===== src/rtl/apb_timer_sched.sv =====
// APB-programmable two-channel (lo/hi) prescaled timer with compare IRQs and optional 64-bit cascade.
// Optional debug freeze via stop_i is enabled by defining APB_TIMER_SCHED_STOP_EN.
module apb_timer_sched #(
  parameter int CNT_W   = 32,
  parameter int PRESC_W = 8,
  parameter int ADDR_W  = 12
) (
  input  logic              clk,
  input  logic              reset,
  input  logic              psel,
  input  logic              penable,
  input  logic              pwrite,
  input  logic [ADDR_W-1:0] paddr,
  input  logic [31:0]       pwdata,
  output logic [31:0]       prdata,
  output logic              pready,
  output logic              pslverr,
  input  logic              ref_tick_i,
  input  logic              stop_i,
  output logic              irq_lo_o,
  output logic              irq_hi_o,
  output logic              busy_o
);

  typedef enum logic {ST_IDLE = 1'b0, ST_RUN = 1'b1} state_t;

  localparam logic [ADDR_W-1:0] A_CFG_LO   = ADDR_W'('h00);
  localparam logic [ADDR_W-1:0] A_CFG_HI   = ADDR_W'('h04);
  localparam logic [ADDR_W-1:0] A_CNT_LO   = ADDR_W'('h08);
  localparam logic [ADDR_W-1:0] A_CNT_HI   = ADDR_W'('h0C);
  localparam logic [ADDR_W-1:0] A_CMP_LO   = ADDR_W'('h10);
  localparam logic [ADDR_W-1:0] A_CMP_HI   = ADDR_W'('h14);
  localparam logic [ADDR_W-1:0] A_START_LO = ADDR_W'('h18);
  localparam logic [ADDR_W-1:0] A_START_HI = ADDR_W'('h1C);
  localparam logic [ADDR_W-1:0] A_RST_LO   = ADDR_W'('h20);
  localparam logic [ADDR_W-1:0] A_RST_HI   = ADDR_W'('h24);

  state_t             r_state [2];
  logic [1:0]         r_irq_en, r_one_shot, r_cmp_clr, r_presc_en, r_ref_sel;
  logic [PRESC_W-1:0] r_presc [2];
  logic [PRESC_W-1:0] r_pcnt  [2];
  logic [CNT_W-1:0]   r_cnt   [2];
  logic [CNT_W-1:0]   r_cmp   [2];
  logic               r_casc, r_irq_lo, r_irq_hi, r_busy;

  logic               w_acc, w_wr, w_mapped, w_stop;
  logic [31:0]        w_rdata;
  logic [31:0]        w_cfg_rd [2];
  logic [1:0]         w_wr_cfg, w_wr_cnt, w_wr_cmp, w_wr_start, w_wr_rst;
  logic [1:0]         w_src, w_prun, w_pwrap, w_run_adv, w_adv, w_match, w_clr;
  state_t             w_nxt [2];
  logic [PRESC_W-1:0] w_new_presc;

`ifdef APB_TIMER_SCHED_STOP_EN
  assign w_stop = stop_i;
`else
  logic w_unused_stop;
  assign w_unused_stop = stop_i;
  assign w_stop        = 1'b0;
`endif

  assign w_acc       = psel & penable;
  assign w_wr        = w_acc & pwrite;
  assign w_new_presc = pwdata[8 +: PRESC_W];

  always_comb begin
    for (int unsigned i = 0; i < 2; i++) begin
      w_cfg_rd[i] = {((i == 0) ? r_casc : 1'b0), 15'b0, 8'(r_presc[i]), 1'b0, r_ref_sel[i],
                     r_presc_en[i], r_cmp_clr[i], r_one_shot[i], r_irq_en[i], 1'b0,
                     (r_state[i] == ST_RUN)};
    end
  end

  always_comb begin
    w_mapped   = 1'b1;
    w_rdata    = '0;
    w_wr_cfg   = '0;
    w_wr_cnt   = '0;
    w_wr_cmp   = '0;
    w_wr_start = '0;
    w_wr_rst   = '0;
    case (paddr)
      A_CFG_LO:   begin w_rdata = w_cfg_rd[0];     w_wr_cfg[0]   = w_wr; end
      A_CFG_HI:   begin w_rdata = w_cfg_rd[1];     w_wr_cfg[1]   = w_wr; end
      A_CNT_LO:   begin w_rdata = 32'(r_cnt[0]);   w_wr_cnt[0]   = w_wr; end
      A_CNT_HI:   begin w_rdata = 32'(r_cnt[1]);   w_wr_cnt[1]   = w_wr; end
      A_CMP_LO:   begin w_rdata = 32'(r_cmp[0]);   w_wr_cmp[0]   = w_wr; end
      A_CMP_HI:   begin w_rdata = 32'(r_cmp[1]);   w_wr_cmp[1]   = w_wr; end
      A_START_LO: w_wr_start[0] = w_wr;
      A_START_HI: w_wr_start[1] = w_wr;
      A_RST_LO:   w_wr_rst[0]   = w_wr;
      A_RST_HI:   w_wr_rst[1]   = w_wr;
      default:    w_mapped      = 1'b0;
    endcase
  end

  assign prdata   = (w_acc & w_mapped) ? w_rdata : '0;
  assign pslverr  = w_acc & ~w_mapped;
  assign pready   = 1'b1;
  assign irq_lo_o = r_irq_lo;
  assign irq_hi_o = r_irq_hi;
  assign busy_o   = r_busy;

  always_comb begin
    for (int unsigned i = 0; i < 2; i++) begin
      w_src[i]     = r_ref_sel[i] ? ref_tick_i : 1'b1;
      w_prun[i]    = (r_state[i] == ST_RUN) & w_src[i] & ~w_stop;
      w_pwrap[i]   = ~r_presc_en[i] | (r_pcnt[i] == r_presc[i]);
      w_run_adv[i] = w_prun[i] & w_pwrap[i];
    end
    // In cascade the hi counter is a carry extension of lo and its own FSM is bypassed.
    w_adv[0]   = w_run_adv[0];
    w_adv[1]   = r_casc ? (w_run_adv[0] & (&r_cnt[0])) : w_run_adv[1];
    w_match[0] = w_adv[0] & (r_casc ? ({r_cnt[1], r_cnt[0]} == {r_cmp[1], r_cmp[0]})
                                    : (r_cnt[0] == r_cmp[0]));
    w_match[1] = ~r_casc & w_adv[1] & (r_cnt[1] == r_cmp[1]);
    w_clr[0]   = w_match[0] & r_cmp_clr[0];
    w_clr[1]   = r_casc ? w_clr[0] : (w_match[1] & r_cmp_clr[1]);
  end

  always_comb begin
    for (int unsigned i = 0; i < 2; i++) begin
      w_nxt[i] = r_state[i];
      if (w_match[i] & r_one_shot[i]) w_nxt[i] = ST_IDLE;
      if (w_wr_cfg[i])                w_nxt[i] = pwdata[0] ? ST_RUN : ST_IDLE;
      if (w_wr_start[i])              w_nxt[i] = ST_RUN;
    end
  end

  always_ff @(posedge clk or posedge reset) begin
    if (reset) begin
      for (int unsigned i = 0; i < 2; i++) begin
        r_state[i] <= ST_IDLE;
        r_presc[i] <= '0;
        r_pcnt[i]  <= '0;
        r_cnt[i]   <= '0;
        r_cmp[i]   <= '0;
      end
      r_irq_en   <= '0;
      r_one_shot <= '0;
      r_cmp_clr  <= '0;
      r_presc_en <= '0;
      r_ref_sel  <= '0;
      r_casc     <= 1'b0;
      r_irq_lo   <= 1'b0;
      r_irq_hi   <= 1'b0;
      r_busy     <= 1'b0;
    end else begin
      for (int unsigned i = 0; i < 2; i++) begin
        r_state[i] <= w_nxt[i];
        if (w_wr_cfg[i]) begin
          r_irq_en[i]   <= pwdata[2];
          r_one_shot[i] <= pwdata[3];
          r_cmp_clr[i]  <= pwdata[4];
          r_presc_en[i] <= pwdata[5];
          r_ref_sel[i]  <= pwdata[6];
          r_presc[i]    <= w_new_presc;
        end
        if (w_wr_cmp[i]) r_cmp[i] <= pwdata[CNT_W-1:0];
        if (w_wr_rst[i])       r_cnt[i] <= '0;
        else if (w_wr_cnt[i])  r_cnt[i] <= pwdata[CNT_W-1:0];
        else if (w_clr[i])     r_cnt[i] <= '0;
        else if (w_adv[i])     r_cnt[i] <= r_cnt[i] + CNT_W'(1);
        if (w_wr_rst[i] | (w_wr_cfg[i] & (w_new_presc != r_presc[i])))
          r_pcnt[i] <= '0;
        else if (w_prun[i] & r_presc_en[i])
          r_pcnt[i] <= w_pwrap[i] ? '0 : r_pcnt[i] + PRESC_W'(1);
      end
      if (w_wr_cfg[0]) r_casc <= pwdata[31];
      r_irq_lo <= w_match[0] & r_irq_en[0];
      r_irq_hi <= w_match[1] & r_irq_en[1];
      r_busy   <= (w_nxt[0] == ST_RUN) | (w_nxt[1] == ST_RUN);
    end
  end

endmodule

===== config.mk =====
export PLATFORM = sky130hd
export DESIGN_NAME = apb_timer_sched
export DESIGN_NICKNAME = d
export VERILOG_FILES = /design/src/rtl/apb_timer_sched.sv
export SDC_FILE = /design/constraint.sdc
export NUM_CORES = 1
export LEC_CHECK = 0
export ABC_AREA = 1
export BUFFER_PORTS_ARGS = -buffer_cell sky130_fd_sc_hd__buf_2
export CAP_MARGIN = 5
export CORE_MARGIN = 2
export CORE_UTILIZATION = 60
export CTS_CLUSTER_SIZE = 25
export DETAILED_ROUTE_END_ITERATION = 8
export GPL_TIMING_DRIVEN = 1
export PLACE_DENSITY = 0.87
export SLEW_MARGIN = 5
export SYNTH_ARGS = -nofsm -noshare
export SYNTH_HDL_FRONTEND = slang
export SYNTH_SLANG_ARGS = --single-unit

===== constraint.sdc =====
create_clock -name clk -period 6.31 [get_ports clk]
set_input_delay 0.3155 -clock clk [delete_from_list [all_inputs] [get_ports clk]]
set_output_delay 0.3155 -clock clk [all_outputs]
set_load 0.01 [all_outputs]

==> impl_metrics.env <==
export IMPL_cell_type_of_the_slowest_stage_on_the_worst_timing_path="sky130_fd_sc_hd__nand2_2"
export IMPL_post_place_setup_slack_ns=2.32
export IMPL_layout_core_utilization_pct=66.3
export IMPL_routabilityCongestion=0.993
export IMPL_async_flop_share_pct=100
export IMPL_worst_path_largest_cell_delay_ns=0.55
export IMPL_fin_tns_setup_ns=0
export IMPL_yosys_cell_types_count=39
export IMPL_timing_max_slew_rel_slack_pct=20.1
export IMPL_setup_repair_after_global_routing_missed_its_margin="no"
export IMPL_core_area_sq_um=20200
export IMPL_crit_path_frequent_cell="sky130_fd_sc_hd__nand2_1"
export IMPL_die_height_um=147
export IMPL_clk_transition_reported_paths_ns=0.08
export IMPL_effective_utilization_at_floorplan_pct=60.8
export IMPL_setup_slack_of_the_critical_path_after_layout_ns=2.66
export IMPL_grt_overflow=0
export IMPL_synthesized_area_per_cell_sq_um=6.76
export IMPL_synth_top_cell_area_share_pct=35.9
export IMPL_multi_input_area_sq_um=6540
export IMPL_nFillCells=1788
export IMPL_clock_sinks=176
export IMPL_h_tree_depth=4
export IMPL_number_of_enable_type_register_cells_in_the_synthesized_netlist=0
export IMPL_share_comb_of_total_power_pct=5.9
export IMPL_postCtsSetupBuffers=0
export IMPL_synth_seq_area_share_pct=35.9
export IMPL_yosys_warnings=0
export IMPL_design_final_nets=1897
export IMPL_post_route_min_period_ns=3.65
export IMPL_drt_iter0_markers=1829
export IMPL_top_area_cells_in_the_synthesized_netlist="sky130_fd_sc_hd__dfrtp_1 (36%), sky130_fd_sc_hd__nand2_1 (15%), sky130_fd_sc_hd__inv_1 (5.9%), sky130_fd_sc_hd__o21ai_0 (5.8%), sky130_fd_sc_hd__xor2_1 (5.1%)"
export IMPL_report_final_hold_viol_count=0
export IMPL_number_of_global_route_vias_before_repair=11900
export IMPL_die_width_um=147
export IMPL_grt_pass1_wl_um=64400
export IMPL_ios=88
export IMPL_clock_skew_ns=0.0154
export IMPL_postCtsResizedCells=0
export IMPL_yosys_register_bits=176
export IMPL_route_detailed_vias_per_inst=6.07
export IMPL_total_switching_power_mw=0.671
export IMPL_synthesis_nets=1870
export IMPL_ratio_of_cells_with_drive_above_1_in_the_final_layout_pct=9.97
export IMPL_detailroute_via_count=12900
export IMPL_antenna_found_initial=0
export IMPL_post_synth_top_area_cell="sky130_fd_sc_hd__dfrtp_1"
export IMPL_run_status="complete, no violations"
export IMPL_floorplan_rows=52
export IMPL_antenna_cells=0
export IMPL_arrival_ns=4.02
export IMPL_floorplan_die_area_sq_um=21600
export IMPL_power_leakage_nw=6.42
export IMPL_routed_wl_um=41000
export IMPL_clkPwrFrac_pct=46.5
export IMPL_final_max_slew_viol_count=0
export IMPL_quantity_of_i_o_buffers_inserted_on_ports=85
export IMPL_setup_worst_path_class="in2reg"
export IMPL_clockBufferDepth=2
export IMPL_hpwl_um=28600
export IMPL_grt_max_degree=70
export IMPL_cell_area_after_synthesis_sq_um=12300
export IMPL_post_synth_top_count_cell="sky130_fd_sc_hd__nand2_1"
export IMPL_power_share_sequential_pct=47.6
export IMPL_drc=0
export IMPL_global_route_usage_total_pct=38.1
export IMPL_sequential_cell_area_sq_um=4400
export IMPL_worstSkewPairLatency_ns=0.46
export IMPL_clockRootBuffer="sky130_fd_sc_hd__clkbuf_16"
export IMPL_worst_path_max_fanout=40
export IMPL_worst_slew_pin_slew_ns=1.17
export IMPL_synthesis_instances=1815
export IMPL_power_density_nw_per_um2=181
export IMPL_timing_final_crit_share_pct=57.8
export IMPL_cts_buffers_inserted=17
export IMPL_maxCapViolations=0
export IMPL_cts_hold_buffers_added=1
export IMPL_tritoncts="yes"
export IMPL_cp_start_kind="primary input"
export IMPL_setup_viol_count_final=0
export IMPL_worstSetupEndpointType="register"
export IMPL_area_growth_syn_to_layout_pct=8.91
export IMPL_switching_share_pct=27.7
export IMPL_dr_pass1_iters=7
export IMPL_cell_family_with_the_largest_share_of_critical_path_delay="simple AND/OR/NAND/NOR gates"
export IMPL_synth_top_flop_cell="sky130_fd_sc_hd__dfrtp_1"
export IMPL_number_of_routed_nets_with_antenna_violations=0
export IMPL_cp_data_required_time_ns=6.68
export IMPL_class_of_the_tightest_hold_or_removal_check="in2reg"
export IMPL_synth_commonest_cells="sky130_fd_sc_hd__nand2_1 (498), sky130_fd_sc_hd__inv_1 (193), sky130_fd_sc_hd__dfrtp_1 (176)"
export IMPL_internal_power_mw=1.75
export IMPL_vdd_ir_drop_max_v=0.000176
export IMPL_routed_wire_length_per_instance_um=19.3
export IMPL_cells_along_the_critical_path="buf_2 -> inv_1 -> nand2_1 -> nor2_1 -> nand2_1 -> nor2_4 -> nand2_2 -> nor2_4 -> inv_2 -> nand3_2 -> nand2_1 -> inv_2 -> o21ai_1 -> o21ai_1"
export IMPL_cp_bufs_invs=4
export IMPL_fmaxAchievable_mhz=274
==> area by class of cell <==
type                            count  share of cell area [%]
Multi-Input combinational cell   1300                    48.9
Sequential cell                   176                    32.9
Inverter                          248                    7.00
Timing Repair Buffer               99                    3.99
Clock buffer                       17                    3.18
Tap cell                          270                    2.53
Clock inverter                     15                    1.41
==> power by group through the flow <==
| stage | Combinational [mW] | Clock (mW) | Sequential [mW] |
|---|---|---|---|
| after global placement | 0.137 | 0 | 1.17 |
| after detailed placement | 0.139 | 0 | 1.17 |
| final | 0.143 | 1.13 | 1.15 |
| after floorplan | 0.0795 | 0 | 1.17 |
| after global routing | 0.158 | 1.17 | 1.15 |
| after CTS | 0.141 | 1.13 | 1.15 |
==> cells in the final DEF, fill, tap and decap left out, types with 6 or more instances in the layout <==
| cell type | netlist | routed |
|---|---|---|
| sky130_fd_sc_hd__a2111oi_0 | 7 | 7 |
| sky130_fd_sc_hd__a21oi_1 | 43 | 43 |
| sky130_fd_sc_hd__a221oi_1 | 17 | 17 |
| sky130_fd_sc_hd__buf_2 | 27 | 85 |
| sky130_fd_sc_hd__buf_4 | 3 | 13 |
| sky130_fd_sc_hd__clkbuf_16 | 0 | 17 |
| sky130_fd_sc_hd__clkinv_1 | 32 | 32 |
| sky130_fd_sc_hd__dfrtp_1 | 176 | 176 |
| sky130_fd_sc_hd__inv_1 | 193 | 192 |
| sky130_fd_sc_hd__inv_2 | 23 | 23 |
| sky130_fd_sc_hd__inv_8 | 0 | 6 |
| sky130_fd_sc_hd__nand2_1 | 498 | 495 |
| sky130_fd_sc_hd__nand2_2 | 7 | 10 |
| sky130_fd_sc_hd__nand3_1 | 86 | 85 |
| sky130_fd_sc_hd__nand3b_1 | 14 | 14 |
| sky130_fd_sc_hd__nand4_1 | 59 | 59 |
| sky130_fd_sc_hd__nor2_1 | 142 | 142 |
| sky130_fd_sc_hd__nor2_2 | 11 | 11 |
| sky130_fd_sc_hd__nor3_1 | 39 | 39 |
| sky130_fd_sc_hd__nor4_1 | 7 | 7 |
| sky130_fd_sc_hd__o21ai_0 | 142 | 142 |
| sky130_fd_sc_hd__o21ai_1 | 56 | 56 |
| sky130_fd_sc_hd__o22ai_1 | 30 | 30 |
| sky130_fd_sc_hd__xnor2_1 | 43 | 43 |
| sky130_fd_sc_hd__xor2_1 | 71 | 71 |
==> routing by layer <==
metal / share of wire [%] / global-route usage (%)
met5: 0 / 0
met4: 7.3 / 22.4
met2: 44 / 59.7
met3: 10 / 7.11
met1: 38 / 49.5
==> stage by stage <==
stage	power, mW	area, sq um	hold WS, ns	cells
3_3_place_gp	1.31	12700	0.447	2092
5_1_grt	2.48	13400	0.134	2125
2_1_floorplan	1.25	12300	0.436	1815
3_5_place_dp	1.31	12700	0.455	2092
4_1_cts	2.42	13400	0.104	2125
6_report	2.42	13400	0.104	2125
==> worst register-to-register path: stages (launching register included) <==
cell and delay, ns:
sky130_fd_sc_hd__dfrtp_1 0.51, sky130_fd_sc_hd__inv_2 0.15, sky130_fd_sc_hd__nand2_1 0.09, sky130_fd_sc_hd__nand2_1 0.05, sky130_fd_sc_hd__nor2_1 0.12, sky130_fd_sc_hd__nand3_1 0.08, sky130_fd_sc_hd__nor2_1 0.32, sky130_fd_sc_hd__nand4_1 0.28
sky130_fd_sc_hd__nor2_1 0.23, sky130_fd_sc_hd__nand2_2 0.07, sky130_fd_sc_hd__buf_4 0.33, sky130_fd_sc_hd__nand3_4 0.51, sky130_fd_sc_hd__nand2_1 0.12, sky130_fd_sc_hd__clkinv_1 0.06, sky130_fd_sc_hd__nand2_1 0.05, sky130_fd_sc_hd__nand2_1 0.05
==> cell families after synthesis <==
family	Yosys count	share of synthesized area [%]
adder cells (fa/ha/maj)	4	0.408
XOR/XNOR	114	8.14
flip-flops	176	35.9
other	1	0.0306
buffers and inverters	339	10.9
AO/OA/AOI/OAI	307	13.9
AND/OR/NAND/NOR	874	30.8
==> worst paths after layout <==
check,to,slack (ns),cells past startpoint,startpoint
hold / removal,r_one_shot[0]$_DFFE_PP0P_,0.10,3,pwdata[3]
max in group asynchronous,r_cnt[29]$_DFFE_PP0P_,4.52,4,reset
min in group asynchronous,r_pcnt[14]$_DFFE_PP0P_,0.49,3,reset
setup / recovery,r_cnt[33]$_DFFE_PP0P_,2.66,14,paddr[7]
setup reg to reg,r_cnt[30]$_DFFE_PP0P_,3.23,15,r_cnt[18]$_DFFE_PP0P_
hold reg to reg,r_cmp[11]$_DFFE_PP0P_,0.52,2,r_cmp[11]$_DFFE_PP0P_
==> registers in the layout, indices dropped and copies added (netlist names) <==
signal,cells
r_cmp_clr,2
irq_lo_o,1
r_cnt,64
r_pcnt,16
r_one_shot,2
r_state,2
r_presc_en,2
busy_o,1
r_casc,1
r_irq_en,2
r_cmp,64
irq_hi_o,1
r_presc,16
r_ref_sel,2
No activity file was read; power rests on OpenSTA's default activity.
